$ cat src/rtl/exu_alu_arb_if.sv
// Bundle of request, ALU and response signals between two requesters, the arbiter and a shared ALU.
// Latency: none (wires only).
// Backpressure: carried by the req ready and resp ready signals inside the bundle.
// Shared width/function macros: ISA_WIDTH, ALU_FUNC_WIDTH, NO_FUNC, ADD.
`ifndef ISA_WIDTH
`define ISA_WIDTH 32
`endif
`ifndef ALU_FUNC_WIDTH
`define ALU_FUNC_WIDTH 4
`endif
`ifndef NO_FUNC
`define NO_FUNC 4'h0
`endif
`ifndef ADD
`define ADD 4'h1
`endif

interface exu_alu_arb_if;
  // requester 0
  logic                       req0_valid;
  logic                       req0_ready;
  logic [`ISA_WIDTH-1:0]      req0_a;
  logic [`ISA_WIDTH-1:0]      req0_b;
  logic [`ALU_FUNC_WIDTH-1:0] req0_func;
  // requester 1
  logic                       req1_valid;
  logic                       req1_ready;
  logic [`ISA_WIDTH-1:0]      req1_a;
  logic [`ISA_WIDTH-1:0]      req1_b;
  logic [`ALU_FUNC_WIDTH-1:0] req1_func;
  // shared ALU
  logic [`ISA_WIDTH-1:0]      alu_a;
  logic [`ISA_WIDTH-1:0]      alu_b;
  logic [`ALU_FUNC_WIDTH-1:0] alu_func;
  logic [`ISA_WIDTH-1:0]      alu_result;
  // responses
  logic                       resp0_valid;
  logic                       resp0_ready;
  logic                       resp1_valid;
  logic                       resp1_ready;
  logic [`ISA_WIDTH-1:0]      resp_data;
  // status
  logic                       busy;

  // Arbiter side
  modport slave (
    input  req0_valid, req0_a, req0_b, req0_func,
    input  req1_valid, req1_a, req1_b, req1_func,
    input  alu_result, resp0_ready, resp1_ready,
    output req0_ready, req1_ready,
    output alu_a, alu_b, alu_func,
    output resp0_valid, resp1_valid, resp_data, busy
  );

  // Requester / ALU environment side
  modport master (
    output req0_valid, req0_a, req0_b, req0_func,
    output req1_valid, req1_a, req1_b, req1_func,
    output alu_result, resp0_ready, resp1_ready,
    input  req0_ready, req1_ready,
    input  alu_a, alu_b, alu_func,
    input  resp0_valid, resp1_valid, resp_data, busy
  );
endinterface

$ cat src/rtl/exu_alu_arb.sv
// Two-requester arbiter for one shared combinational ALU; one operation in flight at a time.
// Latency: accepted in cycle T (IDLE), result registered in T+1 (ISSUE), response valid from T+2 (RESP).
// Backpressure: owner's resp ready holds RESP with data stable; no new grant until the response is taken.
// Optional feature: define ALU_ARB_RR_EN for round-robin on simultaneous requests (default: requester 0 wins).
`ifndef ISA_WIDTH
`define ISA_WIDTH 32
`endif
`ifndef ALU_FUNC_WIDTH
`define ALU_FUNC_WIDTH 4
`endif
`ifndef NO_FUNC
`define NO_FUNC 4'h0
`endif
`ifndef ADD
`define ADD 4'h1
`endif

module exu_alu_arb (
  input logic          clk,
  input logic          rst,
  exu_alu_arb_if.slave bus
);

  typedef enum logic [1:0] {
    IDLE  = 2'd0,
    ISSUE = 2'd1,
    RESP  = 2'd2
  } state_t;

  state_t                     state;
  logic                       owner;        // 0: requester 0 owns the in-flight op, 1: requester 1
  logic [`ISA_WIDTH-1:0]      alu_a_q;
  logic [`ISA_WIDTH-1:0]      alu_b_q;
  logic [`ALU_FUNC_WIDTH-1:0] alu_func_q;
  logic [`ISA_WIDTH-1:0]      resp_data_q;
  logic                       resp0_valid_q;
  logic                       resp1_valid_q;
  logic                       busy_q;

  logic                       grant0;
  logic                       grant1;
  logic                       resp_done;

`ifdef ALU_ARB_RR_EN
  logic                       ptr;          // requester favoured on the next simultaneous request
`endif

  // Winner selection; only meaningful in IDLE and never while reset is asserted.
  always_comb begin
    grant0 = 1'b0;
    grant1 = 1'b0;
    if (rst && (state == IDLE)) begin
`ifdef ALU_ARB_RR_EN
      if (bus.req0_valid && bus.req1_valid) begin
        grant0 = ~ptr;
        grant1 = ptr;
      end else begin
        grant0 = bus.req0_valid;
        grant1 = bus.req1_valid;
      end
`else
      grant0 = bus.req0_valid;
      grant1 = bus.req1_valid & ~bus.req0_valid;
`endif
    end
  end

  // Only the owner's ready completes a response; the other requester's ready is ignored.
  assign resp_done = (resp0_valid_q & bus.resp0_ready) |
                     (resp1_valid_q & bus.resp1_ready);

  // Control FSM with all datapath/status outputs registered alongside the state.
  always_ff @(posedge clk or negedge rst) begin
    if (!rst) begin
      state         <= IDLE;
      owner         <= 1'b0;
      alu_a_q       <= '0;
      alu_b_q       <= '0;
      alu_func_q    <= `NO_FUNC;
      resp_data_q   <= '0;
      resp0_valid_q <= 1'b0;
      resp1_valid_q <= 1'b0;
      busy_q        <= 1'b0;
    end else begin
      case (state)
        IDLE: begin
          if (grant0 || grant1) begin
            owner      <= grant1;
            alu_a_q    <= grant1 ? bus.req1_a    : bus.req0_a;
            alu_b_q    <= grant1 ? bus.req1_b    : bus.req0_b;
            alu_func_q <= grant1 ? bus.req1_func : bus.req0_func;
            busy_q     <= 1'b1;
            state      <= ISSUE;
          end
        end
        ISSUE: begin
          // Operands have been stable on the ALU for a full cycle; take the result.
          resp_data_q   <= bus.alu_result;
          resp0_valid_q <= ~owner;
          resp1_valid_q <= owner;
          state         <= RESP;
        end
        RESP: begin
          if (resp_done) begin
            resp0_valid_q <= 1'b0;
            resp1_valid_q <= 1'b0;
            busy_q        <= 1'b0;
            alu_func_q    <= `NO_FUNC;  // park the ALU on a no-op while idle
            state         <= IDLE;
          end
        end
        default: begin
          resp0_valid_q <= 1'b0;
          resp1_valid_q <= 1'b0;
          busy_q        <= 1'b0;
          alu_func_q    <= `NO_FUNC;
          state         <= IDLE;
        end
      endcase
    end
  end

`ifdef ALU_ARB_RR_EN
  // Round-robin pointer flips on every grant so contending requesters alternate.
  always_ff @(posedge clk or negedge rst) begin
    if (!rst) begin
      ptr <= 1'b0;
    end else if (grant0 || grant1) begin
      ptr <= ~ptr;
    end
  end
`endif

  assign bus.req0_ready  = grant0;
  assign bus.req1_ready  = grant1;
  assign bus.alu_a       = alu_a_q;
  assign bus.alu_b       = alu_b_q;
  assign bus.alu_func    = alu_func_q;
  assign bus.resp_data   = resp_data_q;
  assign bus.resp0_valid = resp0_valid_q;
  assign bus.resp1_valid = resp1_valid_q;
  assign bus.busy        = busy_q;

endmodule

$ cat src/flat_wrapper.sv
// flat-port wrapper written by rule: the top's interface ports become plain ports
module exu_alu_arb_flat 
  (clk, rst, bus_req0_valid, bus_req0_a, bus_req0_b, bus_req0_func, bus_req1_valid, bus_req1_a, bus_req1_b, bus_req1_func, bus_alu_result, bus_resp0_ready, bus_resp1_ready, bus_req0_ready, bus_req1_ready, bus_alu_a, bus_alu_b, bus_alu_func, bus_resp0_valid, bus_resp1_valid, bus_resp_data, bus_busy);
  exu_alu_arb_if bus_i ();
  input logic clk;
  input logic rst;
  input wire logic [$bits(bus_i.req0_valid)-1:0] bus_req0_valid;
  input wire logic [$bits(bus_i.req0_a)-1:0] bus_req0_a;
  input wire logic [$bits(bus_i.req0_b)-1:0] bus_req0_b;
  input wire logic [$bits(bus_i.req0_func)-1:0] bus_req0_func;
  input wire logic [$bits(bus_i.req1_valid)-1:0] bus_req1_valid;
  input wire logic [$bits(bus_i.req1_a)-1:0] bus_req1_a;
  input wire logic [$bits(bus_i.req1_b)-1:0] bus_req1_b;
  input wire logic [$bits(bus_i.req1_func)-1:0] bus_req1_func;
  input wire logic [$bits(bus_i.alu_result)-1:0] bus_alu_result;
  input wire logic [$bits(bus_i.resp0_ready)-1:0] bus_resp0_ready;
  input wire logic [$bits(bus_i.resp1_ready)-1:0] bus_resp1_ready;
  output wire logic [$bits(bus_i.req0_ready)-1:0] bus_req0_ready;
  output wire logic [$bits(bus_i.req1_ready)-1:0] bus_req1_ready;
  output wire logic [$bits(bus_i.alu_a)-1:0] bus_alu_a;
  output wire logic [$bits(bus_i.alu_b)-1:0] bus_alu_b;
  output wire logic [$bits(bus_i.alu_func)-1:0] bus_alu_func;
  output wire logic [$bits(bus_i.resp0_valid)-1:0] bus_resp0_valid;
  output wire logic [$bits(bus_i.resp1_valid)-1:0] bus_resp1_valid;
  output wire logic [$bits(bus_i.resp_data)-1:0] bus_resp_data;
  output wire logic [$bits(bus_i.busy)-1:0] bus_busy;
  assign bus_i.req0_valid = bus_req0_valid;
  assign bus_i.req0_a = bus_req0_a;
  assign bus_i.req0_b = bus_req0_b;
  assign bus_i.req0_func = bus_req0_func;
  assign bus_i.req1_valid = bus_req1_valid;
  assign bus_i.req1_a = bus_req1_a;
  assign bus_i.req1_b = bus_req1_b;
  assign bus_i.req1_func = bus_req1_func;
  assign bus_i.alu_result = bus_alu_result;
  assign bus_i.resp0_ready = bus_resp0_ready;
  assign bus_i.resp1_ready = bus_resp1_ready;
  assign bus_req0_ready = bus_i.req0_ready;
  assign bus_req1_ready = bus_i.req1_ready;
  assign bus_alu_a = bus_i.alu_a;
  assign bus_alu_b = bus_i.alu_b;
  assign bus_alu_func = bus_i.alu_func;
  assign bus_resp0_valid = bus_i.resp0_valid;
  assign bus_resp1_valid = bus_i.resp1_valid;
  assign bus_resp_data = bus_i.resp_data;
  assign bus_busy = bus_i.busy;
  exu_alu_arb u_core (.clk(clk), .rst(rst), .bus(bus_i));
endmodule
$ cat config.mk
export PLATFORM = sky130hd
export DESIGN_NAME = exu_alu_arb_flat
export DESIGN_NICKNAME = d
export VERILOG_FILES = /design/src/rtl/exu_alu_arb_if.sv /design/src/rtl/exu_alu_arb.sv /design/src/flat_wrapper.sv
export SDC_FILE = /design/constraint.sdc
export NUM_CORES = 1
export LEC_CHECK = 0
export BUFFER_PORTS_ARGS = -buffer_cell sky130_fd_sc_hd__buf_2
export CORE_MARGIN = 2
export CORE_UTILIZATION = 39
export DETAILED_ROUTE_END_ITERATION = 10
export PLACE_DENSITY = 0.8
export SLEW_MARGIN = 20
export SYNTH_ARGS = -nofsm -noshare
export SYNTH_HDL_FRONTEND = slang
export SYNTH_SLANG_ARGS = --single-unit
$ cat constraint.sdc
create_clock -name clk -period 1.4 [get_ports clk]
set_input_delay 0.14 -clock clk [delete_from_list [all_inputs] [get_ports clk]]
set_output_delay 0.14 -clock clk [all_outputs]
set_load 0.05 [all_outputs]
After elaboration in Yosys (flattened, before gate mapping)
Index checks and enable logic that the tools add are counted.
Cells by class
  equality and inequality tests: 4
  mux-type cells: 16
  bitwise operators: 8
  reduce and logical (&&, ||, !) cells: 7
Operators with widths (count)
  $mux W32: 2
  $mux W4: 3
  $pmux W4 S3: 1
  $pmux W1 S3: 3
  $pmux W2 S3: 1
  $reduce_and A2 Y1: 3
  $mux W1: 4
  $mux W2: 2
  $not A1 Y1: 4
  $and A1 B1 Y1: 3
  $reduce_and A3 Y1: 1
  $eq A2 B1 Y1 const B: 1
  $eq A2 B2 Y1 const B: 1
  $logic_not A2 Y1: 1
  $ne A2 B1 Y1 const B: 1
  $ne A2 B2 Y1 const B: 1
  $logic_and A1 B1 Y1: 1
  $logic_or A1 B1 Y1: 1
  $or A1 B1 Y1: 1
Storage, ports and cells
  flip-flop bits (word level): 106
  input port bits: 174
  output and inout bits: 105
  logic and storage cells: 44

Depth between registers and ports, before layout
Gate-level depths: netlist of the first run.
  depth in word-level cells: 6
  depth in mapped cells: 8
  gate-level depth less buffers: 5

Worst setup path after synthesis of the first run
No wires, ideal clock.
  kind: flip-flop to flip-flop
  start: register u_core.resp0_valid_q (netlist: u_core.bus.resp0_valid)
  end: register u_core.alu_func_q[0] (netlist: u_core.bus.alu_func[0])
  library setup time: 125 ps
  arrival time: 1457 ps
  data required time: 1275 ps
  setup slack: -181 ps
  stages on the path, launching flop included: 5
  path buffers: 0
  period minus slack after synthesis: 1581 ps
  cells stage by stage: dfrtp_1 > a22oi_1 > nand3b_1 > o21a_1 > mux2_2
Between the ends
  cells in the longest elaborated chain, start to end: 4
Ends and longest elaborated chain
  start, declared: line exu_alu_arb.sv:36  | logic resp0_valid_q;
  start signal, assigned: line exu_alu_arb.sv:99  | resp0_valid_q <= ~owner;
  $and A1 B1 Y1: line exu_alu_arb.sv:69  | assign resp_done = (resp0_valid_q & bus.resp0_ready) |
  $or A1 B1 Y1: line exu_alu_arb.sv:69
  $ne A2 B1 Y1 (no source line)
  $reduce_and A3 Y1 (no source line)
  end signal, assigned: line exu_alu_arb.sv:79  | alu_func_q <= `NO_FUNC;
  end signal, assigned: line exu_alu_arb.sv:91  | alu_func_q <= grant1 ? bus.req1_func : bus.req0_func;
  end signal, assigned: line exu_alu_arb.sv:108  | alu_func_q <= `NO_FUNC;
  end, declared: line exu_alu_arb.sv:34  | logic [`ALU_FUNC_WIDTH-1:0] alu_func_q;
Every way passes these cells.
A chain may end at the register's enable or synchronous reset.

Worst setup path after layout of the first run
  start: register u_core.state[0]
  end: register u_core.alu_a_q[5] (netlist: u_core.bus.alu_a[5])
Between the ends
  cells in the longest elaborated chain, start to end: 5
  elaborated cells between the ends (all ways): 7
  those cells by class: mux (3); reduce/logical (4)
Ends and longest elaborated chain
  start, declared: line exu_alu_arb.sv:30  | state_t state;
  start signal, assigned: line exu_alu_arb.sv:75  | state <= IDLE;
  start signal, assigned: line exu_alu_arb.sv:93  | state <= ISSUE;
  start signal, assigned: line exu_alu_arb.sv:101  | state <= RESP;
  $logic_not A2 Y1 (*): line exu_alu_arb.sv:52, exu_alu_arb.sv:85
  $logic_and A1 B1 Y1: line exu_alu_arb.sv:52  | if (rst && (state == IDLE)) begin
  $mux W1: line exu_alu_arb.sv:52
  $logic_or A1 B1 Y1: line exu_alu_arb.sv:87  | if (grant0 || grant1) begin
  $reduce_and A2 Y1 (no source line)
  end signal, assigned: line exu_alu_arb.sv:89  | alu_a_q <= grant1 ? bus.req1_a : bus.req0_a;
  end, declared: line exu_alu_arb.sv:32  | logic [`ISA_WIDTH-1:0] alu_a_q;
Every way passes the cells marked *; elsewhere a longest branch is shown, timed or not.

==> results of run 1 <==
-- final timing paths --
check | cells past startpoint | start | slack, ns | endpoint
max | 7 | u_core.state[0] | -0.14 | u_core.bus.alu_a[5]
min | 2 | bus_alu_result[3] | 0.03 | u_core.bus.resp_data[3]
max reg2reg | 7 | u_core.state[0] | -0.14 | u_core.bus.alu_a[5]
min reg2reg | 1 | u_core.owner | 0.46 | u_core.bus.resp0_valid
max in group asynchronous | 3 | rst | 0.44 | u_core.bus.alu_b[4]
min in group asynchronous | 2 | rst | 0.26 | u_core.owner
-- registers in the layout (all words and copies together) (netlist names) --
name	cells
u_core.bus.resp1_valid	1
u_core.bus.busy	1
u_core.state	2
u_core.bus.alu_func	4
u_core.bus.alu_b	32
u_core.bus.resp0_valid	1
u_core.owner	1
u_core.bus.resp_data	32
u_core.bus.alu_a	32
-- layer usage --
metal | vias up | part of all wire
met4 | 0 | 0.018
met5 | - | 0
met2 | 219 | 0.51
li1 | 2152 | -
met3 | 18 | 0.071
met1 | 2112 | 0.40
-- kinds of logic (layout without fill, tap and decap cells) --
logic type             count (synthesis)  after routing  share of synthesized area
AND/OR/NAND/NOR                      213            213                     0.1844
flip-flops                           106            106                     0.5783
AO/OA/AOI/OAI                         74             74                     0.1004
buffers and inverters                 37            334                    0.04855
multiplexers                          36             36                    0.08838
other                                  0              1                          0
-- synth_stat cells --
| master | count |
|---|---|
| nand3b_4 | 1 |
| nand2b_1 | 3 |
| and3b_1 | 1 |
| mux2_2 | 36 |
| dfrtp_1 | 106 |
| inv_1 | 2 |
| o21ai_0 | 5 |
| o21bai_1 | 1 |
| and3_1 | 1 |
| clkbuf_1 | 1 |
| nand3b_1 | 1 |
| buf_2 | 25 |
| nor3b_1 | 1 |
| a31oi_1 | 64 |
| buf_4 | 2 |
| a22oi_1 | 1 |
| nand3_1 | 4 |
| inv_2 | 1 |
| nor2_1 | 65 |
| nand2_1 | 135 |
| o22ai_1 | 2 |
| nor2_2 | 1 |
| o21a_1 | 1 |
| buf_6 | 6 |
-- worst register-to-register path: cells and delay by family, from the launching register on --
family / cells / cell delay [ns]
flops: 1 / 0.41
buf+inv: 3 / 0.38
compound gates: 1 / 0.17
simple gates: 3 / 0.48
-- cell type report --
| class | instances | area, sq um |
|---|---|---|
| Sequential cell | 106 | 2655 |
| Fill cell | 988 | 4562 |
| Antenna cell | 1 | 2.502 |
| Multi-Input combinational cell | 323 | 1773 |
| Clock inverter | 6 | 87.58 |
| Timing Repair Buffer | 315 | 1953 |
| Tap cell | 143 | 178.9 |
| Inverter | 3 | 16.27 |
| Clock buffer | 10 | 239.0 |
-- what timing repair did --
| action | in CTS | in global routing |
|---|---|---|
| endpoints found under the setup margin | 36 | 103 |
| hold buffers | 2 | 0 |
| endpoints found under the hold margin | 6 | 0 |
| gates resized for setup | 14 | 10 |
| pin swaps | 1 | 2 |
| buffers inserted | 6 | 3 |
| gates cloned | 2 | 6 |
-- through the flow --
| stage | TNS, ns | power [W] | std cells | worst slack (ns) | utilization |
|---|---|---|---|---|---|
| finish | -3.997 | 0.01864 | 907 | -0.1365 | 0.6022 |
| CTS | -2.328 | 0.01834 | 897 | -0.09027 | 0.5829 |
| global route | -9.277 | 0.01953 | 907 | -0.2089 | 0.6022 |
| global placement | 0 | 0.01510 | 871 | 0.05482 | 0.5391 |
| floorplan | -1.305 | 0.01277 | 466 | -0.02702 | - |
| detailed placement | -0.07663 | 0.01530 | 871 | -0.02023 | 0.5391 |
-- power by group --
group / total [W] / internal [W] / leakage [nW] / switching [W]
Sequential: 0.00535 / 0.00456 / 1.20 / 0.000794
Clock: 0.00277 / 0.00162 / 0.163 / 0.00114
Combinational: 0.0105 / 0.00301 / 2.10 / 0.00751
Total: 0.0186 / 0.00919 / 3.46 / 0.00945
==> results.cfg, run 1 <==
[layout]
synthToLayoutAreaGrowth_pct = 50.55
final_nets = 932
final_common_cell = buf_2
fin_area_sq_um = 6905
drive_gt1_frac = 0.4993
layout.cells.most_common_list = buf_2, nand2_1, dfrtp_1

[global_routing]
grt_most_used_layer = met2
antenna_found_initial = 1
grt_max_degree = 101
grt_pass1_wl_um = 21280
met3_usage = 0.03996
grt-ovfl-total = 0
grt_pass1_vias = 4452
grt_usage = 0.2080
use_met2 = 0.3719
met1_usage = 0.2548

[detailed_routing]
drcViolationCount = 0
drtPass1Iterations = 4
viasPerCell = 4.963
num_vias = 4501
drtIter0Drc = 352
wire_per_inst_um = 15.63
drtAntennaViolNets = 0
routed_wl_um = 14180

[worst_setup_path]
crit_fanout = 7
required_ns = 1.64
cp_slowest_cell = dfrtp_1
path_class = reg -> reg
critPathBufInv = 3
end_kind = flip-flop
cp_data_arrival_time_ns = 1.78
cpLargestDelayFamily = simple AND/OR/NAND/NOR gates
cp-start-kind = flip-flop
cpPeakStageDelay_ns = 0.41
path_cells = nor2_4 > buf_6 > and3b_4 > buf_4 > buf_12 > nor2_1 > a31oi_1

[floorplan]
num_rows = 39
die_area_sq_um = 12650
die_x_um = 112.5
core_area_sq_um = 11470
die_h_um = 112.5
initial_core_util = 0.4000
top_level_ports = 279

[placed_design]
routabilityCongestion = 0.8485
place_hpwl_um = 9503
placed_cell_area_sq_um = 6182
port_buffers = 278

[synthesis]
synth_nets = 640
synth_cells = 466
netlist.area_leader.share = 0.5783
ys_seq_elements = 106
yosysUniqueCellTypes = 24
synth_top_area_cell = dfrtp_1
yosysSeqAreaShare = 0.5783
netlist_area_sq_um = 4587
ys_warn_count = 0
avgSynthCellArea_sq_um = 9.843
synth_area_leaders = dfrtp_1, nand2_1, mux2_2

[clock_network]
cts.clk_slew.worst_paths_ns = 0.08
clockRootBuffer = clkbuf_16
numCtsBuffers = 9
clock_path_buffers = 2
cts_tree = built
clkSinkCount = 106
clk_latency_ns = 0.34
cts_max_level = 3

[power_and_ir_drop]
irDropWorstVdd_v = 0.002100
p_leak_nw = 3.463
p_per_area_nw_per_um2 = 2699

[timing]
setup_viol = 67
rsz0062_at_grt = true
timing.fmax_mhz = 650.8
holdWs_ns = 0.02654
hold_violations = 0
timing.final.crit_share = 1.097
worst_slack_ns = -0.1365
clock-skew-final_ns = 0.007401
layout_min_cycle_time_ns = 1.536
slew-limit-headroom = 0.6349
slew_violations = 0
max_slew.worst_pin.slew_ns = 0.5477

[run_status]
violations = negative setup slack
status = finished, violations left

[min_path]
worstHoldPathType = in -> reg

[run]
maxCapViolations = 0
No activity file was read; power rests on OpenSTA's default activity.
==> run 2, diff against run 1 <==
--- a/config.mk
+++ b/config.mk
@@ -10,6 +10,7 @@
 export CORE_UTILIZATION = 39
 export DETAILED_ROUTE_END_ITERATION = 10
 export PLACE_DENSITY = 0.8
+export REMOVE_ABC_BUFFERS = 1
 export SLEW_MARGIN = 20
 export SYNTH_ARGS = -nofsm -noshare
 export SYNTH_HDL_FRONTEND = slang
==> results.cfg, run 2 (synthesized netlist as in run 1, its figures left out) <==
[worst_setup_path]
path_class = reg -> reg
r2r_start = u_core.state[0]
end_kind = flip-flop
crit_fanout = 15
cp-start-kind = flip-flop
cpLargestDelayFamily = simple AND/OR/NAND/NOR gates
cp_data_arrival_time_ns = 1.73
critPathBufInv = 2
path_cells = nor2_4 > buf_6 > and3b_4 > buf_4 > nor2_1 > a31oi_1
cp_slowest_cell = dfrtp_1
cpPeakStageDelay_ns = 0.43
startpoint = u_core.state[0]
required_ns = 1.65

[layout]
drive_gt1_frac = 0.4987
final_nets = 935
fillers = 999
layout.cells.most_common_list = buf_2, nand2_1, dfrtp_1
n_antenna_cell = 0
finalNonFillerCells = 909
synthToLayoutAreaGrowth_pct = 50.16
final_common_cell = buf_2

[run_status]
status = finished, violations left
violations = negative hold slack, negative setup slack

[detailed_routing]
drtAntennaViolNets = 0
wl_met1_um = 5624
num_vias = 4465
dr_wl_met2_um = 6775
drcViolationCount = 0
dr.max_layer_used = met4
routed_wl_um = 13670
drtIter0Drc = 312
viasPerCell = 4.912
drtPass1Iterations = 4
met3_length_um = 1016
wire_per_inst_um = 15.04

[clock_network]
clk_latency_ns = 0.34
cts.clk_slew.worst_paths_ns = 0.07
clkSinkCount = 106
clockRootBuffer = clkbuf_16
clock_path_buffers = 2
numCtsBuffers = 9
cts_tree = built
cts_max_level = 3

[floorplan]
die_x_um = 112.5
core_area_sq_um = 11470
initial_core_util = 0.4000
top_level_ports = 279
die_h_um = 112.5
num_rows = 39
die_area_sq_um = 12650

[timing]
rsz0062_at_grt = true
layout_min_cycle_time_ns = 1.488
holdWs_ns = -0.002349
worst_slack_ns = -0.08765
setup_viol = 70
slew_violations = 0
timing.final.crit_share = 1.063
max_slew.worst_pin.slew_ns = 0.7455
slew-limit-headroom = 0.5030
timing.fmax_mhz = 672.2
hold_violations = 1
clock-skew-final_ns = 0.007896
setup_tns_ns = -3.254

[power_and_ir_drop]
p_leak_nw = 3.434
irDropWorstVdd_v = 0.001937
p_per_area_nw_per_um2 = 2653

[placed_design]
routabilityCongestion = 0.8477
port_buffers = 278
dp_cells = 871
place_hpwl_um = 9119

[global_routing]
grt_max_degree = 66
grt_usage = 0.2047
grt_pass1_vias = 4291
grt-ovfl-total = 0
grt_pass1_wl_um = 20880
antenna_found_initial = 0

[run]
maxCapViolations = 0

[min_path]
worstHoldPathType = in -> async
## run 2: cell count changes in the layout (fill, tap and decap cells not counted), sizes merged
cell / before / now
buf: 307 / 312
inv: 5 / 2
bufinv: 2 / 0
clkinvlp: 0 / 2
and3b: 1 / 2
clkinv: 2 / 3
diode: 1 / 0
dlygate4sd3: 2 / 1
## run 2: layout make-up
class                      count  area [sq um]  area share
timing repair buffer         317          1966      0.2854
tap                          143         178.9     0.02598
inverter                       3         16.27    0.002361
multi-input combinational    324          1809      0.2627
clock buffer                  12         236.5     0.03433
clock inverter                 4         28.78    0.004178
sequential                   106          2653      0.3851
## run 2: final timing paths
path                                            end  slack [ns]  cells after the start
setup reg to reg               u_core.bus.alu_a[15]       -0.09                      6
hold reg to reg              u_core.bus.resp0_valid        0.47                      1
min in group clk           u_core.bus.resp_data[13]        0.03                      2
setup / recovery               u_core.bus.alu_a[15]       -0.09                      6
hold / removal                         u_core.owner      -0.002                      2
max in group asynchronous      u_core.bus.alu_b[30]        0.91                      2
## run 2: through the flow
| stage | worst slack (ns) | instance area, sq um | power (W) | utilization | hold WS [ns] |
|---|---|---|---|---|---|
| floorplan | -2.013 | 4375 | 0.01257 | - | -0.1556 |
| global placement | -0.07557 | 6152 | 0.01504 | 0.5365 | 0.06493 |
| detailed placement | -0.1812 | 6152 | 0.01523 | 0.5365 | 0.06978 |
| CTS | -0.1228 | 6716 | 0.01812 | 0.5857 | 0.01617 |
| global route | -0.1617 | 6888 | 0.01916 | 0.6007 | 0.02207 |
| finish | -0.08765 | 6888 | 0.01828 | 0.6007 | -0.002349 |
## run 2: power breakdown
part | switching (W) | internal [W] | leakage, nW
clock network | 0.00108 | 0.00121 | 0.123
logic | 0.00756 | 0.00310 | 2.11
registers | 0.000782 | 0.00455 | 1.20
total | 0.00942 | 0.00886 | 3.43
## run 2: repair_timing
item | in CTS | in global routing
setup buffers | 11 | 0
setup endpoints to repair | 72 | 104
hold endpoints to repair | 2 | 0
gates resized for setup | 24 | 15
pin swaps | 2 | 1
gates cloned | 4 | 6
hold buffers | 1 | 0
## run 2: metal layers
metal  vias to the layer above  GRT usage
met5                         -          0
met4                         0    0.07561
met3                        20    0.04104
met2                       218     0.3558
met1                      2068     0.2529
li1                       2159          -
